==> config.mk <==
export PLATFORM = sky130hd
export DESIGN_NAME = imgmem_fill_scheduler_flat
export DESIGN_NICKNAME = d
export VERILOG_FILES = /design/src/rtl/imgmem_fill_scheduler_pkg.sv /design/src/rtl/imgmem_fill_scheduler_if.sv /design/src/rtl/imgmem_rect_addr_gen.sv /design/src/rtl/imgmem_fill_scheduler.sv /design/src/flat_wrapper.sv
export SDC_FILE = /design/constraint.sdc
export NUM_CORES = 1
export LEC_CHECK = 0
export ABC_AREA = 1
export CORE_MARGIN = 2
export CORE_UTILIZATION = 29
export DETAILED_ROUTE_END_ITERATION = 16
export REMOVE_ABC_BUFFERS = 1
export SYNTH_ARGS = -nofsm -noshare
export SYNTH_HDL_FRONTEND = slang
export SYNTH_SLANG_ARGS = --single-unit
==> constraint.sdc <==
create_clock -name iVGA_CLK -period 6.1 [get_ports iVGA_CLK]
set_clock_uncertainty 0.2 [all_clocks]
set_input_delay 0.915 -clock iVGA_CLK [delete_from_list [all_inputs] [get_ports iVGA_CLK]]
set_output_delay 0.915 -clock iVGA_CLK [all_outputs]
set_load 0.01 [all_outputs]
==> src/rtl/imgmem_fill_scheduler_pkg.sv <==
`default_nettype none
// ============================================================================
// Module      : imgmem_pkg
// Description : Shared constants and fill-FSM state type for the image-memory
//               fill scheduler.
// Revision    : 1.0 - initial release
// ============================================================================
package imgmem_pkg;
    localparam int H_RES  = 640;
    localparam int V_RES  = 480;
    localparam int ADDR_W = 19;
    localparam int IDX_W  = 8;
    localparam int XW     = 10;
    localparam int YW     = 9;

    typedef enum logic [1:0] {
        IDLE = 2'd0,
        FILL = 2'd1,
        DONE = 2'd2
    } fill_state_t;
endpackage
`default_nettype wire

==> src/rtl/imgmem_fill_scheduler_if.sv <==
`default_nettype none
// ============================================================================
// Module      : imgmem_fill_scheduler_if
// Description : Fill-request handshake plus image-memory write port bundle.
// Revision    : 1.0 - initial release
// ============================================================================
interface imgmem_fill_scheduler_if;
    import imgmem_pkg::*;

    logic              iREQ_VALID;
    logic              oREQ_READY;
    logic [XW-1:0]     iREQ_X;
    logic [YW-1:0]     iREQ_Y;
    logic [XW-1:0]     iREQ_W;
    logic [YW-1:0]     iREQ_H;
    logic [IDX_W-1:0]  iREQ_COLOR;
    logic [ADDR_W-1:0] oMEM_ADDR;
    logic              oMEM_WE;
    logic [IDX_W-1:0]  oMEM_WDATA;

    modport slave (
        input  iREQ_VALID, iREQ_X, iREQ_Y, iREQ_W, iREQ_H, iREQ_COLOR,
        output oREQ_READY, oMEM_ADDR, oMEM_WE, oMEM_WDATA
    );

    modport master (
        output iREQ_VALID, iREQ_X, iREQ_Y, iREQ_W, iREQ_H, iREQ_COLOR,
        input  oREQ_READY, oMEM_ADDR, oMEM_WE, oMEM_WDATA
    );
endinterface
`default_nettype wire

==> src/rtl/imgmem_rect_addr_gen.sv <==
`default_nettype none
// ============================================================================
// Module      : imgmem_rect_addr_gen
// Description : Raster walker over a clipped rectangle; yields pixel address
//               and a last-pixel flag, advancing one pixel per step.
// Revision    : 1.0 - initial release
// ============================================================================
module imgmem_rect_addr_gen
    import imgmem_pkg::*;
(
    input  wire logic              iVGA_CLK,
    input  wire logic              iRST,
    input  wire logic              iLOAD,
    input  wire logic              iSTEP,
    input  wire logic [XW-1:0]     iX0,
    input  wire logic [XW-1:0]     iX_LAST,
    input  wire logic [YW-1:0]     iY0,
    input  wire logic [YW-1:0]     iY_LAST,
    output logic      [ADDR_W-1:0] oADDR,
    output logic                   oLAST
);
    localparam logic [ADDR_W-1:0] C_STRIDE = ADDR_W'(H_RES);

    logic [XW-1:0]     r_x0;
    logic [XW-1:0]     r_x_last;
    logic [YW-1:0]     r_y_last;
    logic [XW-1:0]     r_col;
    logic [YW-1:0]     r_row;
    logic [ADDR_W-1:0] r_row_base;

    always_ff @(posedge iVGA_CLK) begin
        if (iRST) begin
            r_x0       <= '0;
            r_x_last   <= '0;
            r_y_last   <= '0;
            r_col      <= '0;
            r_row      <= '0;
            r_row_base <= '0;
        end else if (iLOAD) begin
            r_x0       <= iX0;
            r_x_last   <= iX_LAST;
            r_y_last   <= iY_LAST;
            r_col      <= iX0;
            r_row      <= iY0;
            r_row_base <= ADDR_W'(iY0) * C_STRIDE;
        end else if (iSTEP) begin
            // End of a row: wrap column and move the base down one stride.
            if (r_col == r_x_last) begin
                r_col      <= r_x0;
                r_row      <= r_row + 1'b1;
                r_row_base <= r_row_base + C_STRIDE;
            end else begin
                r_col <= r_col + 1'b1;
            end
        end
    end

    assign oADDR = r_row_base + ADDR_W'(r_col);
    assign oLAST = (r_col == r_x_last) && (r_row == r_y_last);
endmodule
`default_nettype wire

==> src/rtl/imgmem_fill_scheduler.sv <==
`default_nettype none
// ============================================================================
// Module      : imgmem_fill_scheduler
// Description : Rectangle-fill engine sharing the image memory with scanout;
//               writes only during blanking, scanout always wins.
// Revision    : 1.0 - initial release
// ============================================================================
module imgmem_fill_scheduler
    import imgmem_pkg::*;
(
    input  wire logic              iVGA_CLK,
    input  wire logic              iRST,
    input  wire logic              iBLANK_n,
    input  wire logic [ADDR_W-1:0] iSCAN_ADDR,
    imgmem_fill_scheduler_if.slave bus,
    output logic                   oBUSY,
    output logic                   oDONE
);
    localparam logic [XW:0] C_HRES = (XW+1)'(H_RES);
    localparam logic [YW:0] C_VRES = (YW+1)'(V_RES);

    fill_state_t       r_state;
    logic [IDX_W-1:0]  r_color;

    logic [XW:0]       w_xe;
    logic [XW:0]       w_xlim;
    logic [YW:0]       w_ye;
    logic [YW:0]       w_ylim;
    logic [XW-1:0]     w_x_last;
    logic [YW-1:0]     w_y_last;
    logic              w_empty;
    logic              w_accept;
    logic              w_load;
    logic              w_step;
    logic              w_last;
    logic [ADDR_W-1:0] w_fill_addr;

    // Clip against the visible area; sums are one bit wider so they never wrap.
    assign w_xe     = {1'b0, bus.iREQ_X} + {1'b0, bus.iREQ_W};
    assign w_ye     = {1'b0, bus.iREQ_Y} + {1'b0, bus.iREQ_H};
    assign w_xlim   = (w_xe > C_HRES) ? C_HRES : w_xe;
    assign w_ylim   = (w_ye > C_VRES) ? C_VRES : w_ye;
    assign w_x_last = XW'(w_xlim - 1'b1);
    assign w_y_last = YW'(w_ylim - 1'b1);
    assign w_empty  = (bus.iREQ_W == '0) || (bus.iREQ_H == '0) ||
                      ({1'b0, bus.iREQ_X} >= C_HRES) ||
                      ({1'b0, bus.iREQ_Y} >= C_VRES);

    assign w_accept = bus.iREQ_VALID && (r_state == IDLE);
    assign w_load   = w_accept && !w_empty;
    assign w_step   = (r_state == FILL) && !iBLANK_n;

    imgmem_rect_addr_gen u_addr_gen (
        .iVGA_CLK (iVGA_CLK),
        .iRST     (iRST),
        .iLOAD    (w_load),
        .iSTEP    (w_step),
        .iX0      (bus.iREQ_X),
        .iX_LAST  (w_x_last),
        .iY0      (bus.iREQ_Y),
        .iY_LAST  (w_y_last),
        .oADDR    (w_fill_addr),
        .oLAST    (w_last)
    );

    always_ff @(posedge iVGA_CLK) begin
        if (iRST) begin
            r_state <= IDLE;
            r_color <= '0;
        end else begin
            case (r_state)
                IDLE: begin
                    if (w_accept) begin
                        r_color <= bus.iREQ_COLOR;
                        r_state <= w_empty ? DONE : FILL;
                    end
                end
                FILL: begin
                    if (w_step && w_last) begin
                        r_state <= DONE;
                    end
                end
                DONE:    r_state <= IDLE;
                default: r_state <= IDLE;
            endcase
        end
    end

    assign bus.oREQ_READY = (r_state == IDLE);
    assign bus.oMEM_WE    = w_step;
    assign bus.oMEM_ADDR  = w_step ? w_fill_addr : iSCAN_ADDR;
    assign bus.oMEM_WDATA = r_color;
    assign oBUSY          = (r_state != IDLE);
    assign oDONE          = (r_state == DONE);
endmodule
`default_nettype wire

==> src/flat_wrapper.sv <==
// flat-port wrapper written by rule: the top's interface ports become plain ports
module imgmem_fill_scheduler_flat import imgmem_pkg::*;
  (iVGA_CLK, iRST, iBLANK_n, iSCAN_ADDR, oBUSY, oDONE, bus_iREQ_VALID, bus_iREQ_X, bus_iREQ_Y, bus_iREQ_W, bus_iREQ_H, bus_iREQ_COLOR, bus_oREQ_READY, bus_oMEM_ADDR, bus_oMEM_WE, bus_oMEM_WDATA);
  imgmem_fill_scheduler_if bus_i ();
  input  wire logic iVGA_CLK;
  input  wire logic iRST;
  input  wire logic iBLANK_n;
  input  wire logic [ADDR_W-1:0] iSCAN_ADDR;
  output logic oBUSY;
  output logic oDONE;
  input wire logic [$bits(bus_i.iREQ_VALID)-1:0] bus_iREQ_VALID;
  input wire logic [$bits(bus_i.iREQ_X)-1:0] bus_iREQ_X;
  input wire logic [$bits(bus_i.iREQ_Y)-1:0] bus_iREQ_Y;
  input wire logic [$bits(bus_i.iREQ_W)-1:0] bus_iREQ_W;
  input wire logic [$bits(bus_i.iREQ_H)-1:0] bus_iREQ_H;
  input wire logic [$bits(bus_i.iREQ_COLOR)-1:0] bus_iREQ_COLOR;
  output wire logic [$bits(bus_i.oREQ_READY)-1:0] bus_oREQ_READY;
  output wire logic [$bits(bus_i.oMEM_ADDR)-1:0] bus_oMEM_ADDR;
  output wire logic [$bits(bus_i.oMEM_WE)-1:0] bus_oMEM_WE;
  output wire logic [$bits(bus_i.oMEM_WDATA)-1:0] bus_oMEM_WDATA;
  assign bus_i.iREQ_VALID = bus_iREQ_VALID;
  assign bus_i.iREQ_X = bus_iREQ_X;
  assign bus_i.iREQ_Y = bus_iREQ_Y;
  assign bus_i.iREQ_W = bus_iREQ_W;
  assign bus_i.iREQ_H = bus_iREQ_H;
  assign bus_i.iREQ_COLOR = bus_iREQ_COLOR;
  assign bus_oREQ_READY = bus_i.oREQ_READY;
  assign bus_oMEM_ADDR = bus_i.oMEM_ADDR;
  assign bus_oMEM_WE = bus_i.oMEM_WE;
  assign bus_oMEM_WDATA = bus_i.oMEM_WDATA;
  imgmem_fill_scheduler u_core (.iVGA_CLK(iVGA_CLK), .iRST(iRST), .iBLANK_n(iBLANK_n), .iSCAN_ADDR(iSCAN_ADDR), .bus(bus_i), .oBUSY(oBUSY), .oDONE(oDONE));
endmodule
# After elaboration in Yosys (flattened, before gate mapping)
# Index checks and enable logic that the tools add are counted.
# W data, S select, Z words.
[word_totals]
reg_bits = 77
output_inout_bits = 31
word_cells = 65
[op_classes]
addsub = 8
multipliers = 1
n_lt_le_gt_ge = 4
eq_ne = 6
mux = 16
n_reduce_logical = 21
[ops]
columns = ["op", "count"]
rows = [
  ["$mux W19", 4],
  ["$mux W10", 4],
  ["$mux W9", 4],
  ["$add A19 B10 Y19", 1],
  ["$add A19 B10 Y19 const B", 1],
  ["$mul A9 B3 Y12 const B", 1],
  ["$add A10 B10 Y11", 1],
  ["$gt A11 B10 Y1 const B", 1],
  ["$add A10 B1 Y10 const B", 1],
  ["$add A9 B9 Y10", 1],
  ["$eq A10 B10 Y1", 1],
  ["$ge A10 B10 Y1 const B", 1],
  ["$gt A10 B9 Y1 const B", 1],
  ["$logic_not A10 Y1", 1],
  ["$sub A10 B1 Y10 const B", 1],
  ["$add A9 B1 Y9 const B", 1],
  ["$eq A9 B9 Y1", 1],
  ["$ge A9 B9 Y1 const B", 1],
  ["$logic_not A9 Y1", 1],
  ["$sub A9 B1 Y9 const B", 1],
  ["$reduce_and A2 Y1", 4],
  ["$mux W2", 3],
  ["$reduce_bool A2 Y1", 3],
  ["$logic_and A1 B1 Y1", 5],
  ["9 further kinds", 12],
]

# Longest topological paths before layout
[depth]
word_depth = 8
depth_mapped = 23
mapped_depth_nobuf = 22

# By module
# A second synthesis with hierarchy kept.
[unflattened]
hier_cells = 1053
area_unflattened_um2 = 6343.6
[modules_own_cells]
columns = ["mod", "n_inst", "cells_per_inst", "area_each_um2", "seq_area_each_um2"]
rows = [
  ["imgmem_rect_addr_gen", 1, 656, 4156.5, 1201.2],
  ["imgmem_fill_scheduler", 1, 397, 2187.1, 200.2],
]

# Worst setup path before layout
# No wires, ideal clock.
[synth_path]
kind = "input -> register"
start = "input port bus_iREQ_W[0]"
end = "register u_core.u_addr_gen.r_x_last[4]"
setup_time_ns = 0.116
t_arrival_ns = 3.250
t_required_ns = 5.784
slack_ns = 2.533
cell_stages = 21
path_buffers = 1
cell_sequence = "ha_1 > inv_1 > fa_1 > inv_1 > nand2_1 > nand2_2 > nand3_1 > nand2_1 > nand2_1 > nand2_1 > nor2_1 > o21ai_1 > nand2_2 > buf_6 > nand2_1 > ha_1 > inv_1 > o311ai_1 > nand3_1 > o211ai_1 > inv_1"
[synth_via]
elab_chain_len = 6
elab_cells_between_ends = 10
[synth_lines]
columns = ["item", "line_no", "text"]
rows = [
  ["from (decl)", "flat_wrapper.sv:14", "input wire logic [$bits(bus_i.iREQ_W)-1:0] bus_iREQ_W;"],
  ["branches (longest 6 deep; another with $add A10 B10 Y11)", "-", ""],
  ["to (signal assigned)", "imgmem_rect_addr_gen.sv:41", "r_x_last <= iX_LAST;"],
  ["to (decl)", "imgmem_rect_addr_gen.sv:25", "logic [XW-1:0] r_x_last;"],
]
# Parallel ways; which one is timed is not known.
# A chain may end at the register's enable or synchronous reset.

# Worst setup path after layout
[layout_path]
start = "input port iBLANK_n"
end = "output port bus_oMEM_ADDR[9]"
[layout_via]
elab_chain_len = 3
[layout_lines]
columns = ["item", "line_no", "text"]
rows = [
  ["from (decl)", "flat_wrapper.sv:7", "input wire logic iBLANK_n;"],
  ["$logic_not A1 Y1", "imgmem_fill_scheduler.sv:51", "assign w_step = (r_state == FILL) && !iBLANK_n;"],
  ["$logic_and A1 B1 Y1", "imgmem_fill_scheduler.sv:51", ""],
  ["$mux W19", "imgmem_fill_scheduler.sv:91", "assign bus.oMEM_ADDR = w_step ? w_fill_addr : iSCAN_ADDR;"],
  ["to (decl)", "flat_wrapper.sv:18", "output wire logic [$bits(bus_i.oMEM_ADDR)-1:0] bus_oMEM_ADDR;"],
]
# No other way between the ends.

==> key figures <==
Status
  • Status: completed

Layout
  • Fill cells: between 2000 and 2500
  • Antenna cells: 0
  • Synth-to-layout area growth: 25.7%
  • Area of the multi-input gates: 3910 sq um
  • Nets: around 1100
  • Final Cell Area: 7400 sq um
  • Register area: ~1400 sq um
  • Final core occ: 0.369
  • Share of layout cells above drive strength 1: 0.0574

Setup path
  • Slowest cell on crit path: inv_1
  • Crit path max fanout: 38
  • Crit path cell chain: clkdlybuf4s50_1 > nor2_1 > inv_1 > o21ai_0 > clkdlybuf4s50_1
  • Most frequent CP cell: clkdlybuf4s50_1
  • Crit path kind: in2out
  • Critical path arrival: 3.43 ns
  • Startpoint class of the critical path: input pin
  • Required @ worst endpoint: around 5.0 ns
  • CP bufs+invs: 3
  • Slowest stage delay, CP: 0.65 ns
  • Crit-path leading delay family: buffers and inverters
  • Critical Path End Type: output port

GRT
  • First-pass GRT wire length: between 20000 and 30000 um
  • GRT Total Usage: 0.154
  • Initial antenna violation count: 0
  • Number of global-route vias before repair: around 5500
  • Maximum number of pins on one net before global-route repair: 47
  • Global route total overflow: 0

Timing
  • Fin crit period: 4.55 ns
  • Worst hold margin: roughly 0.26 ns
  • Total Negative Setup Slacks: 0 ns
  • RSZ-0062 raised after global routing: false
  • Worst-margin pin slew: 1.08 ns
  • Fmax: around 0.22 GHz
  • Final period util: 0.746
  • Slew margin rel.: 0.274
  • Final Hold Fails: 0
  • Pins Over Slew Limit: 0
  • Setup violators final: 0

Die
  • Die Y-Extent: approximately 150 um
  • Die area: between 20000 and 25000 sq um
  • Core area: approximately 20000 sq um
  • FP Rows: 52
  • Starting Density: 0.294
  • Die X: between 100 and 150 um
  • Io pins: 100

Route
  • Met2 wire length: about 7400 um
  • Uppermost layer routed: met4
  • DR vias: approximately 6000
  • Vias per cell: between 4 and 5
  • Drt first pass iters: 5
  • Iteration-0 DRC count of the detailed router: 296
  • DRT antenna net count: 0
  • Met3 Wirelength: about 870 um
  • Routed WL: about 16000 um
  • Post-route DRC: 0
  • Routed len/inst: between 10 and 15 um
  • M1 WL: a little under 8000 um

Clock tree
  • CTS Sinks: 70
  • H-tree levels: 3
  • CTS clk-pin slew, worst paths: approximately 0.060 ns
  • Cts repair resizes: 0
  • CTS tree: done
  • Clock buffer depth: 2
  • Root Driver: clkbuf_16
  • Post-CTS setup buffers: 0
  • Clock latency on the worst-skew pair: around 0.34 ns
  • Inserted Clock Buffers: 9
  • Hold buffers post-CTS: 0

Placement
  • RD Place Congestion: ~0.84
  • Area post-placement: between 7000 and 8000 sq um
  • DP Wirelength: between 10000 and 15000 um
  • Number of I/O port buffers: a little under 100

Job
  • Max Cap Viol: 0

Logic synthesis
  • Synthesized area: 5880 sq um
  • Sequential element share of the synthesized area: 0.238
  • Asr flop ratio synth: 0
  • Synth warn: 0
  • Syn_area_per_cell: 6.52 sq um
  • Cells after Synth: roughly 900
  • Top FF cell, synth: dfxtp_1
  • Unique masters post-synth: 52
  • Yosys reg bits: 70
  • EDFF count, synth: 0

Worst hold path
  • Min-delay worst type: reg2reg

Pwr
  • Peak supply drop: about 0.16 mV
  • Lkg Pwr: roughly 0.0033 uW
  • Power, Total: roughly 1700 uW
  • Pwr Density: around 230 nW/um^2
-- metrics by stage --
| step | worst slack, ns | std cells |
|---|---|---|
| 2_1_floorplan | 2.52 | 875 |
| 3_3_place_gp | 1.53 | 1247 |
| 3_5_place_dp | 1.49 | 1247 |
| 4_1_cts | 1.55 | 1263 |
| 5_1_grt | 1.30 | 1263 |
| 6_report | 1.55 | 1263 |
-- logic make-up after synthesis --
kind of cell             share of synthesized area
flip-flops                                   0.238
XOR/XNOR                                    0.0683
AO/OA/AOI/OAI                                0.177
buffers and inverters                       0.0966
AND/OR/NAND/NOR                              0.319
adder cells (fa/ha/maj)                      0.101
-- sequential cells by signal, indices dropped and copies added, names as in the netlist --
signal	cells
u_core.bus.oMEM_WDATA	8
u_core.r_state	2
u_core.u_addr_gen.r_col	10
u_core.u_addr_gen.r_row	9
u_core.u_addr_gen.r_row_base	12
u_core.u_addr_gen.r_x0	10
u_core.u_addr_gen.r_x_last	10
u_core.u_addr_gen.r_y_last	9
-- cells in the mapped netlist (3+ instances only) --
cell      count  area [sq um]
nor2_4        3          33.8
buf_2         7          35.0
a31oi_1      21           131
nor2_1       92           345
ha_1         41           513
o21bai_1      4          30.0
xnor2_1      14           123
inv_2         3          11.3
o21ai_0      75           375
nand3b_1      5          37.5
nand3_1      55           275
clkbuf_1     16          60.1
nor3_1        5          25.0
xor2_1       30           263
nor2_2        3          18.8
fa_1          4          80.1
buf_6         4          45.0
nand4_1      12          75.1
o211ai_1      7          52.6
nand2_4       5          56.3
nand2_1     218           818
a21oi_1      47           235
nor4_1        6          37.5
o21ai_1       4          20.0
dfxtp_1      70          1400
a211oi_1      3          22.5
o21a_1        4          30.0
inv_1       105           394
nand2_2      11          68.8
-- tightest hold or removal path, stage by stage (launching register included) --
cell and delay [ns]:
dfxtp_1 0.31, nand2_1 0.06, a21oi_1 0.05
-- worst paths after layout --
kind                                           startpoint                          endpoint  slack (ns)  cells past startpoint
worst max-delay path                             iBLANK_n                  bus_oMEM_ADDR[9]        1.55                      5
worst max register to register          u_core.r_state[0]  u_core.u_addr_gen.r_row_base[17]        2.83                     11
worst min-delay path            u_core.u_addr_gen.r_x0[7]         u_core.u_addr_gen.r_x0[7]        0.26                      2
worst min register to register  u_core.u_addr_gen.r_x0[7]         u_core.u_addr_gen.r_x0[7]        0.26                      2
-- layer usage --
metal / up-vias / global-route usage
li1: 3153 / -
met4: 0 / 0.0330
met2: 143 / 0.253
met3: 12 / 0.0394
met5: - / 0
met1: 2638 / 0.206
-- layout by cell type (no fill, tap or decap), types with 7 or more instances in the layout --
| master | n |
|---|---|
| xnor2_1 | 14 |
| nand4_1 | 12 |
| ha_1 | 41 |
| clkbuf_16 | 9 |
| inv_1 | 105 |
| a31oi_1 | 21 |
| xor2_1 | 30 |
| nor2_1 | 92 |
| nand3_1 | 55 |
| o21ai_0 | 75 |
| o211ai_1 | 7 |
| clkdlybuf4s50_1 | 99 |
| a21oi_1 | 47 |
| nand2_1 | 218 |
| nand2_2 | 11 |
| dfxtp_1 | 70 |
-- cell type report --
type | instances | area share
Clock buffer | 10 | 0.0323
Multi-Input combinational cell | 694 | 0.529
Timing Repair Buffer | 102 | 0.137
Inverter | 111 | 0.0568
Clock inverter | 6 | 0.00947
Tap cell | 270 | 0.0457
Sequential cell | 70 | 0.189
-- report_power, final --
group	switching [uW]	internal, uW	total [uW]	leakage, uW
sequential	48.5	506	555	0.000574
combinational	350	248	598	0.00256
clock	214	330	545	0.000153
No activity file was read; power rests on OpenSTA's default activity.
